### src/rtl/product_accumulator_if.sv
// Handshake bundle between the product source, the accumulator and the consumer.
// The master drives products and accepts sums; the slave is the accumulator.
interface product_accumulator_if #(
  parameter int IN_W  = 16,
  parameter int ACC_W = 24,
  parameter int CNT_W = 8
);
  logic             start;
  logic [CNT_W-1:0] len;
  logic             in_valid;
  logic             in_ready;
  logic [IN_W-1:0]  in_data;
  logic             out_valid;
  logic             out_ready;
  logic [ACC_W-1:0] out_sum;
  logic             out_ovf;
  logic             busy;

  modport master (
    output start,
    output len,
    output in_valid,
    output in_data,
    output out_ready,
    input  in_ready,
    input  out_valid,
    input  out_sum,
    input  out_ovf,
    input  busy
  );

  modport slave (
    input  start,
    input  len,
    input  in_valid,
    input  in_data,
    input  out_ready,
    output in_ready,
    output out_valid,
    output out_sum,
    output out_ovf,
    output busy
  );
endinterface

### src/rtl/product_accumulator.sv
// Sums a programmed number of unsigned products into a saturating accumulator.
// The result is held on a valid/ready port with a sticky overflow flag.
module product_accumulator #(
  parameter int IN_W  = 16,
  parameter int ACC_W = 24,
  parameter int CNT_W = 8
) (
  input logic                   clk,
  input logic                   rst,
  product_accumulator_if.slave  bus
);

  typedef enum logic [1:0] {
    IDLE  = 2'd0,
    ACCUM = 2'd1,
    DONE  = 2'd2
  } state_t;

  state_t           state_q;
  logic [CNT_W-1:0] cnt_q;
  logic [ACC_W-1:0] acc_q;
  logic             ovf_q;
  logic             in_ready_q;
  logic             out_valid_q;
  logic             busy_q;

  logic [ACC_W:0]   sum_d;
  logic             beat;
  logic             sat;

  // One extra bit catches the carry out of the accumulator.
  assign sum_d = {1'b0, acc_q}
               + {{(ACC_W + 1 - IN_W){1'b0}}, bus.in_data};
  assign beat  = bus.in_valid & in_ready_q;
  assign sat   = sum_d[ACC_W] | ovf_q;

  always_ff @(posedge clk or posedge rst) begin
    if (rst) begin
      state_q     <= IDLE;
      cnt_q       <= '0;
      acc_q       <= '0;
      ovf_q       <= 1'b0;
      in_ready_q  <= 1'b0;
      out_valid_q <= 1'b0;
      busy_q      <= 1'b0;
    end else begin
      unique case (state_q)
        IDLE: begin
          if (bus.start) begin
            acc_q  <= '0;
            ovf_q  <= 1'b0;
            busy_q <= 1'b1;
            if (bus.len != '0) begin
              cnt_q      <= bus.len;
              state_q    <= ACCUM;
              in_ready_q <= 1'b1;
            end else begin
              state_q     <= DONE;
              out_valid_q <= 1'b1;
            end
          end
        end
        ACCUM: begin
          if (beat) begin
            cnt_q <= cnt_q - 1'b1;
            if (sat) begin
              acc_q <= '1;
              ovf_q <= 1'b1;
            end else begin
              acc_q <= sum_d[ACC_W-1:0];
            end
            if (cnt_q == CNT_W'(1)) begin
              state_q     <= DONE;
              in_ready_q  <= 1'b0;
              out_valid_q <= 1'b1;
            end
          end
        end
        DONE: begin
          if (bus.out_ready) begin
            state_q     <= IDLE;
            out_valid_q <= 1'b0;
            busy_q      <= 1'b0;
          end
        end
        default: begin
          state_q     <= IDLE;
          in_ready_q  <= 1'b0;
          out_valid_q <= 1'b0;
          busy_q      <= 1'b0;
        end
      endcase
    end
  end

  assign bus.in_ready  = in_ready_q;
  assign bus.out_valid = out_valid_q;
  assign bus.out_sum   = acc_q;
  assign bus.out_ovf   = ovf_q;
  assign bus.busy      = busy_q;

endmodule

### src/flat_wrapper.sv
// flat-port wrapper written by rule: the top's interface ports become plain ports
module product_accumulator_flat 
#(
  parameter int IN_W  = 16,
  parameter int ACC_W = 24,
  parameter int CNT_W = 8
)
  (clk, rst, bus_start, bus_len, bus_in_valid, bus_in_data, bus_out_ready, bus_in_ready, bus_out_valid, bus_out_sum, bus_out_ovf, bus_busy);
  product_accumulator_if #(.IN_W(IN_W), .ACC_W(ACC_W), .CNT_W(CNT_W)) bus_i ();
  input logic clk;
  input logic rst;
  input wire logic [$bits(bus_i.start)-1:0] bus_start;
  input wire logic [$bits(bus_i.len)-1:0] bus_len;
  input wire logic [$bits(bus_i.in_valid)-1:0] bus_in_valid;
  input wire logic [$bits(bus_i.in_data)-1:0] bus_in_data;
  input wire logic [$bits(bus_i.out_ready)-1:0] bus_out_ready;
  output wire logic [$bits(bus_i.in_ready)-1:0] bus_in_ready;
  output wire logic [$bits(bus_i.out_valid)-1:0] bus_out_valid;
  output wire logic [$bits(bus_i.out_sum)-1:0] bus_out_sum;
  output wire logic [$bits(bus_i.out_ovf)-1:0] bus_out_ovf;
  output wire logic [$bits(bus_i.busy)-1:0] bus_busy;
  assign bus_i.start = bus_start;
  assign bus_i.len = bus_len;
  assign bus_i.in_valid = bus_in_valid;
  assign bus_i.in_data = bus_in_data;
  assign bus_i.out_ready = bus_out_ready;
  assign bus_in_ready = bus_i.in_ready;
  assign bus_out_valid = bus_i.out_valid;
  assign bus_out_sum = bus_i.out_sum;
  assign bus_out_ovf = bus_i.out_ovf;
  assign bus_busy = bus_i.busy;
  product_accumulator #(.IN_W(IN_W), .ACC_W(ACC_W), .CNT_W(CNT_W)) u_core (.clk(clk), .rst(rst), .bus(bus_i));
endmodule
### config.mk
export PLATFORM = sky130hd
export DESIGN_NAME = product_accumulator_flat
export DESIGN_NICKNAME = d
export VERILOG_FILES = /design/src/rtl/product_accumulator_if.sv /design/src/rtl/product_accumulator.sv /design/src/flat_wrapper.sv
export SDC_FILE = /design/constraint.sdc
export NUM_CORES = 1
export LEC_CHECK = 0
export CAP_MARGIN = 30
export CORE_MARGIN = 1.5
export CORE_UTILIZATION = 40
export DETAILED_ROUTE_END_ITERATION = 12
export GPL_TIMING_DRIVEN = 0
export PLACE_DENSITY = 0.69
export SLEW_MARGIN = 20
export SYNTH_ARGS = -nofsm -noshare
export SYNTH_HDL_FRONTEND = slang
export SYNTH_SLANG_ARGS = --single-unit
export TNS_END_PERCENT = 20
### constraint.sdc
create_clock -name clk -period 4.85 [get_ports clk]
set_clock_uncertainty 0.1 [all_clocks]
set_input_delay 0.485 -clock clk [delete_from_list [all_inputs] [get_ports clk]]
set_output_delay 0.485 -clock clk [all_outputs]
set_load 0.01 [all_outputs]
==> impl_metrics.env, run 1 <==
export IMPL_yosysTopAreaCell="dfrtp_1"
export IMPL_violations="DRC"
export IMPL_maxSlewHeadroom_pct=42.0
export IMPL_via_count=2499
export IMPL_core_mm2=0.00642
export IMPL_cp_max_fo=10
export IMPL_critPathCaptureType="flip-flop"
export IMPL_wl_per_cell_um=15.2
export IMPL_grtUsageTotal_pct=19.3
export IMPL_port_buffer_count=56
export IMPL_synth_edf_count=0
export IMPL_dr_pass1_iters=8
export IMPL_grt_pass1_vias=2408
export IMPL_tns_ns=0
export IMPL_ant_nets=0
export IMPL_clk_latency_ns=0.29
export IMPL_yosys_warnings=0
export IMPL_row_count=29
export IMPL_antenna_found_initial=0
export IMPL_synth_seq_cells=38
export IMPL_crit_chain="clkdlybuf4s50_1 > ha_1 > fa_1 > a21o_1 > a221oi_2 > a211o_1 > and3_4 > o211a_4 > nor3_4 > buf_6 > a221o_1"
export IMPL_syn_num_nets=347
export IMPL_synth_area_leaders="dfrtp_1 (35%), ha_1 (8.3%), a221o_1 (5.6%)"
export IMPL_setup_violations=0
export IMPL_synth_cells=299
export IMPL_p_per_area_mw_per_mm2=488
export IMPL_fin_nets=411
export IMPL_clkTransAtPathRegs_ns=0.08
export IMPL_tightest_slew_ns=0.862
export IMPL_synth_top_area_share_pct=35.2
export IMPL_die_h_um=85.2
export IMPL_synthTopCellsByCount="dfrtp_1 (38), o21ai_0 (27), nor2_1 (25), a21oi_1 (24), nand2_1 (23)"
export IMPL_min_delay_path_class="primary input to asynchronous set/reset pin"
export IMPL_diodes=0
export IMPL_dr_first_iter_drc_count=144
export IMPL_fillers=603
export IMPL_startpoint_type="primary input"
export IMPL_grt_pass1_wl_um=11200
export IMPL_yosysMostFrequentCell="dfrtp_1"
export IMPL_clkSinkCount=38
export IMPL_numCtsBuffers=5
export IMPL_grt_max_degree=30
export IMPL_wl_met1_um=3190
export IMPL_required_ns=4.93
export IMPL_syn_area_mm2=0.00270
export IMPL_top_layer="met4"
export IMPL_drc=4
export IMPL_clk_path_buf_depth=2
export IMPL_worstPathArrival_ns=3.34
export IMPL_postCtsHoldBufs=0
export IMPL_synth_flop_cell="dfrtp_1"
export IMPL_ctsResizeCount=0
export IMPL_finalCriticalPeriod_ns=3.26
export IMPL_fin_crit_sh_pct=67.2
export IMPL_die_w_um=85.2
export IMPL_cts_tree="done"
export IMPL_max_freq_mhz=307
export IMPL_worst_ir_drop_vdd_mv=0.215
export IMPL_synth_seq_area_share_pct=35.2
export IMPL_wl_met3_um=375
export IMPL_start_util_pct=42.1
export IMPL_drive_above_1_share_pct=7.14
export IMPL_drv_slew=0
export IMPL_viasPerCell=5.67
export IMPL_ys_types=50
export IMPL_io_pins=57
export IMPL_grt_setup_unrepaired="false"
export IMPL_drt_total_wl_um=6720
export IMPL_slowest_delay_ns=0.43
export IMPL_whs_ns=0.341
export IMPL_status="complete, but fails checks"
export IMPL_h_tree_depth=2
export IMPL_dieArea_mm2=0.00726
export IMPL_root_buffer="clkbuf_8"
export IMPL_p_leak_nw=1.54
export IMPL_critical_path_class="primary input to flip-flop"
export IMPL_avgSynthCellArea_um2=9.04
export IMPL_cp_slowest_cell="a221oi_2"
export IMPL_area_growth_pct=29.1
export IMPL_ys_async_sr_fraction_pct=100
export IMPL_grt_ovfl_total=0
export IMPL_hold_violations=0
export IMPL_post_cts_setup_buffer_count=0
export IMPL_wl_met2_um=3050
export IMPL_routabilityCongestion=0.837
export IMPL_maxCapViolations=0
export IMPL_hpwl_um=4940
report_power, final:
group | internal (mW) | leakage, nW | switching (mW)
Sequential | 0.419 | 0.497 | 0.0945
Combinational | 0.438 | 0.982 | 0.478
Clock | 0.152 | 0.0579 | 0.121
kinds of logic (layout without fill, tap and decap cells):
kind of cell             Yosys count  in the layout  synth area share (%)
AND/OR/NAND/NOR                   93             93                  17.7
AO/OA/AOI/OAI                    110            110                  28.8
multiplexers                       3              3                  1.16
buffers and inverters             23             88                  3.84
XOR/XNOR                          13             13                  4.21
adder cells (fa/ha/maj)           19             19                  9.07
flip-flops                        38             38                  35.2
stage by stage:
stage	power [mW]	utilization, %	setup slack [ns]	std cells	instance area [um^2]
detailed placement	1.43	52.6	1.33	433	3380
CTS	1.71	54.3	1.63	441	3490
global placement	1.41	52.3	1.36	432	3360
finish	1.70	54.3	1.59	441	3490
floorplan	1.13	-	2.02	299	2700
global route	1.84	54.3	1.46	441	3490
final cells by class:
| cell class | count | area (um^2) | area share [%] |
|---|---|---|---|
| buffer | 13 | 66.3 | 1.90 |
| sequential | 38 | 951 | 27.3 |
| timing repair buffer | 57 | 581 | 16.6 |
| tap | 77 | 96.3 | 2.76 |
| inverter | 10 | 37.5 | 1.08 |
| multi-input combinational | 238 | 1650 | 47.2 |
| clock inverter | 3 | 40.0 | 1.15 |
| clock buffer | 5 | 68.8 | 1.97 |
flip-flops by register name (all words and copies together), names as in the netlist:
register and count:
u_core.cnt_q 8, u_core.bus.out_sum 24, u_core.state_q 2, u_core.bus.in_ready 1
u_core.bus.busy 1, u_core.bus.out_valid 1, u_core.bus.out_ovf 1
cells in the final DEF (no fill, tap or decap), drive strengths merged, types with 6 or more instances in the layout:
master and instances:
clkdlybuf4s50 56, nor2 25, inv 10, xnor2 9
o211ai 7, or3 6, ha 18, dfrtp 38
clkbuf 14, nor3 7, nand2 23, a21oi 24
a221o 16, nand3 7, and3 7, o21ai 28
a21o 6
worst max-delay path, delay by kind of cell:
family                   cells  cell delay [ns]
AO/OA/AOI/OAI                5             1.35
buffers and inverters        2             0.57
adder cells (fa/ha/maj)      2             0.64
AND/OR/NAND/NOR              2             0.28
routing by layer:
layer / vias to the layer above / GRT usage [%]
met5: - / 0
met4: 0 / 5.81
met3: 8 / 4.77
met2: 56 / 30.0
met1: 1172 / 26.7
li1: 1263 / -
worst paths after layout:
| check | startpoint | endpoint | slack [ns] | depth (start not counted) |
|---|---|---|---|---|
| max | bus_in_data[0] | u_core.bus.out_sum[8]$_DFFE_PP0P_ | 1.59 | 11 |
| min | rst | u_core.bus.out_sum[2]$_DFFE_PP0P_ | 0.34 | 2 |
| max reg2reg | u_core.bus.out_sum[0]$_DFFE_PP0P_ | u_core.bus.out_sum[8]$_DFFE_PP0P_ | 1.76 | 10 |
| min reg2reg | u_core.bus.busy$_DFFE_PP0P_ | u_core.bus.busy$_DFFE_PP0P_ | 0.40 | 1 |
| max in group asynchronous | rst | u_core.bus.out_sum[21]$_DFFE_PP0P_ | 3.86 | 3 |
| min in group clk | u_core.bus.busy$_DFFE_PP0P_ | u_core.bus.busy$_DFFE_PP0P_ | 0.40 | 1 |
(Power assumes the default switching activity.)
==> inputs of run 2 (changes only) <==
- clock period: 4.85 -> 3.1 ns (I/O delays scaled with it)
==> run 2 against run 1 <==
Compared with the run above:
- the flow still finishes with violations (DRC)
- critical path depth decreased by 1
- sequential power is 56% higher
- cell area up 0.61%
- register-to-register slack lost 1.6 ns
- count of clock-buffer cells in the layout unchanged
- global-route usage unchanged
- non-clock buffer count rose by 1
- wire length increased by 0.63%
- sequential share of layout area shrank 0.17 points
- core utilization up 0.33 points
- combinational power rose by 58%
- largest cell class unchanged
- largest power group unchanged
==> impl_metrics.env, run 2 (synthesis results as in run 1) <==
export IMPL_status="complete, but fails checks"
export IMPL_violations="DRC"
export IMPL_layout_commonest_cell="clkdlybuf4s50_1"
export IMPL_hold_violations=0
export IMPL_rr_worst_depth=10
export IMPL_via_count=2522
export IMPL_dr_pass1_iters=8
export IMPL_antenna_found_initial=0
export IMPL_grt_ovfl_total=0
export IMPL_hpwl_um=4940
export IMPL_die_w_um=85.2
export IMPL_finalCriticalPeriod_ns=2.97
export IMPL_final_cell_area_mm2=0.00351
export IMPL_layout_common_cells="clkdlybuf4s50_1 (56), dfrtp_1 (38), o21ai_0 (27)"
export IMPL_cp_slowest_cell="dfrtp_1"
export IMPL_ant_nets=0
export IMPL_start_util_pct=42.1
export IMPL_drive_above_1_share_pct=7.67
export IMPL_port_buffer_count=56
export IMPL_startpoint_type="flip-flop"
export IMPL_grt_max_degree=30
export IMPL_postCtsHoldBufs=0
export IMPL_fin_crit_sh_pct=95.7
export IMPL_worstPathArrival_ns=3.04
export IMPL_cp_buffers_inverters=1
export IMPL_worst_ir_drop_vdd_mv=0.368
export IMPL_critPathCaptureType="flip-flop"
export IMPL_postLayoutCoreUtil_pct=54.6
export IMPL_row_count=29
export IMPL_maxSlewHeadroom_pct=39.8
export IMPL_grt_pass1_vias=2408
export IMPL_r2r_start="u_core.bus.out_sum[0]$_DFFE_PP0P_"
export IMPL_worst_slack_ns=0.132
export IMPL_placed_cell_area_mm2=0.00338
export IMPL_r2r_end="u_core.bus.out_sum[8]$_DFFE_PP0P_"
export IMPL_diodes=0
export IMPL_tightest_slew_ns=0.895
export IMPL_wl_per_cell_um=15.3
export IMPL_min_delay_path_class="primary input to asynchronous set/reset pin"
export IMPL_io_pins=57
export IMPL_largest_reg_flops=24
export IMPL_slowest_delay_ns=0.41
export IMPL_p_leak_nw=1.54
export IMPL_r2r_slack_ns=0.13
export IMPL_core_mm2=0.00642
export IMPL_critical_path_class="flip-flop to flip-flop"
export IMPL_clk_path_buf_depth=2
export IMPL_h_tree_depth=2
export IMPL_crit_chain="ha_2 > fa_1 > a21o_1 > a221oi_4 > a211o_1 > and3_4 > o211a_4 > nor3_4 > buf_6 > a221o_1"
export IMPL_cp_max_fo=10
export IMPL_p_per_area_mw_per_mm2=764
export IMPL_cts_tree="done"
export IMPL_grt_pass1_wl_um=11200
export IMPL_fillers=604
export IMPL_die_h_um=85.2
export IMPL_critPathTopFamily="compound AO/OA/AOI/OAI gates"
export IMPL_numCtsBuffers=5
export IMPL_maxCapViolations=0
export IMPL_viasPerCell=5.71
export IMPL_fin_nets=412
export IMPL_max_freq_mhz=337
export IMPL_dr_first_iter_drc_count=144
export IMPL_drv_slew=0
export IMPL_pre_cts_ws_ns=-0.248
export IMPL_whs_ns=0.164
export IMPL_setup_violations=0
export IMPL_clk_latency_ns=0.29
export IMPL_area_growth_pct=29.9
export IMPL_routabilityCongestion=0.837
export IMPL_root_buffer="clkbuf_8"
export IMPL_clkTransAtPathRegs_ns=0.08
export IMPL_grtUsageTotal_pct=19.3
export IMPL_clkSinkCount=38
export IMPL_drt_total_wl_um=6760
export IMPL_required_ns=3.17
export IMPL_total_power_mw=2.68
export IMPL_dieArea_mm2=0.00726
export IMPL_drc=4
[run 2: cell types whose count changed in the layout (fill, tap and decap cells not counted)]
cell | previous run | this run
a221oi_2 | 2 | 1
a221oi_4 | 0 | 1
buf_4 | 0 | 1
ha_1 | 18 | 17
ha_2 | 0 | 1
[run 2: worst max-delay path by stage]
stage	depth (start not counted)	end	start
4_1_cts	10	u_core.bus.out_sum[10]$_DFFE_PP0P_	u_core.bus.out_sum[0]$_DFFE_PP0P_
3_3_place_gp	11	u_core.bus.out_sum[5]$_DFFE_PP0P_	bus_in_data[0]
6_report	10	u_core.bus.out_sum[8]$_DFFE_PP0P_	u_core.bus.out_sum[0]$_DFFE_PP0P_
2_1_floorplan	10	u_core.bus.out_sum[10]$_DFFE_PP0P_	u_core.bus.out_sum[0]$_DFFE_PP0P_
5_1_grt	10	u_core.bus.out_sum[8]$_DFFE_PP0P_	u_core.bus.out_sum[0]$_DFFE_PP0P_
3_5_place_dp	11	u_core.bus.out_sum[10]$_DFFE_PP0P_	bus_in_data[0]
[run 2: cell type report]
cell class | instances | area, um^2 | share of cell area, %
sequential | 38 | 951 | 27.1
timing repair buffer | 58 | 588 | 16.8
clock buffer | 5 | 68.8 | 1.96
multi-input combinational | 238 | 1660 | 47.3
inverter | 10 | 37.5 | 1.07
buffer | 13 | 66.3 | 1.89
clock inverter | 3 | 40.0 | 1.14
tap | 77 | 96.3 | 2.75
[run 2: report_power, final]
part	internal, mW	switching (mW)
clock network	0.237	0.190
logic	0.695	0.755
registers	0.656	0.148
total	1.59	1.09
[run 2: metal layers]
layer  vias to the layer above  routed length, um  GRT usage [%]
li1                       1267                  -              -
met5                         -                  0              0
met1                      1181               3220           26.7
met3                         8                381           4.77
met4                         0                 99           5.81
met2                        66               3070           30.0
[run 2: worst register-to-register path, stage by stage, from the launching register on]
cell	delay, ns
dfrtp_1	0.41
ha_2	0.22
fa_1	0.40
a21o_1	0.24
a221oi_4	0.34
a211o_1	0.23
and3_4	0.22
o211a_4	0.18
nor3_4	0.06
buf_6	0.16
a221o_1	0.28
[run 2: timing repair]
| action | 4_1_cts | 5_1_grt |
|---|---|---|
| setup endpoints to repair | 0 | 23 |
| gates resized for setup | 0 | 2 |
| buffers inserted | 0 | 1 |
[run 2: stage by stage]
step	std cells	TNS, ns
after detailed placement	433	-4.92
after global placement	432	-4.49
after CTS	441	0
final	442	0
after floorplan	299	0
after global routing	442	-0.0832
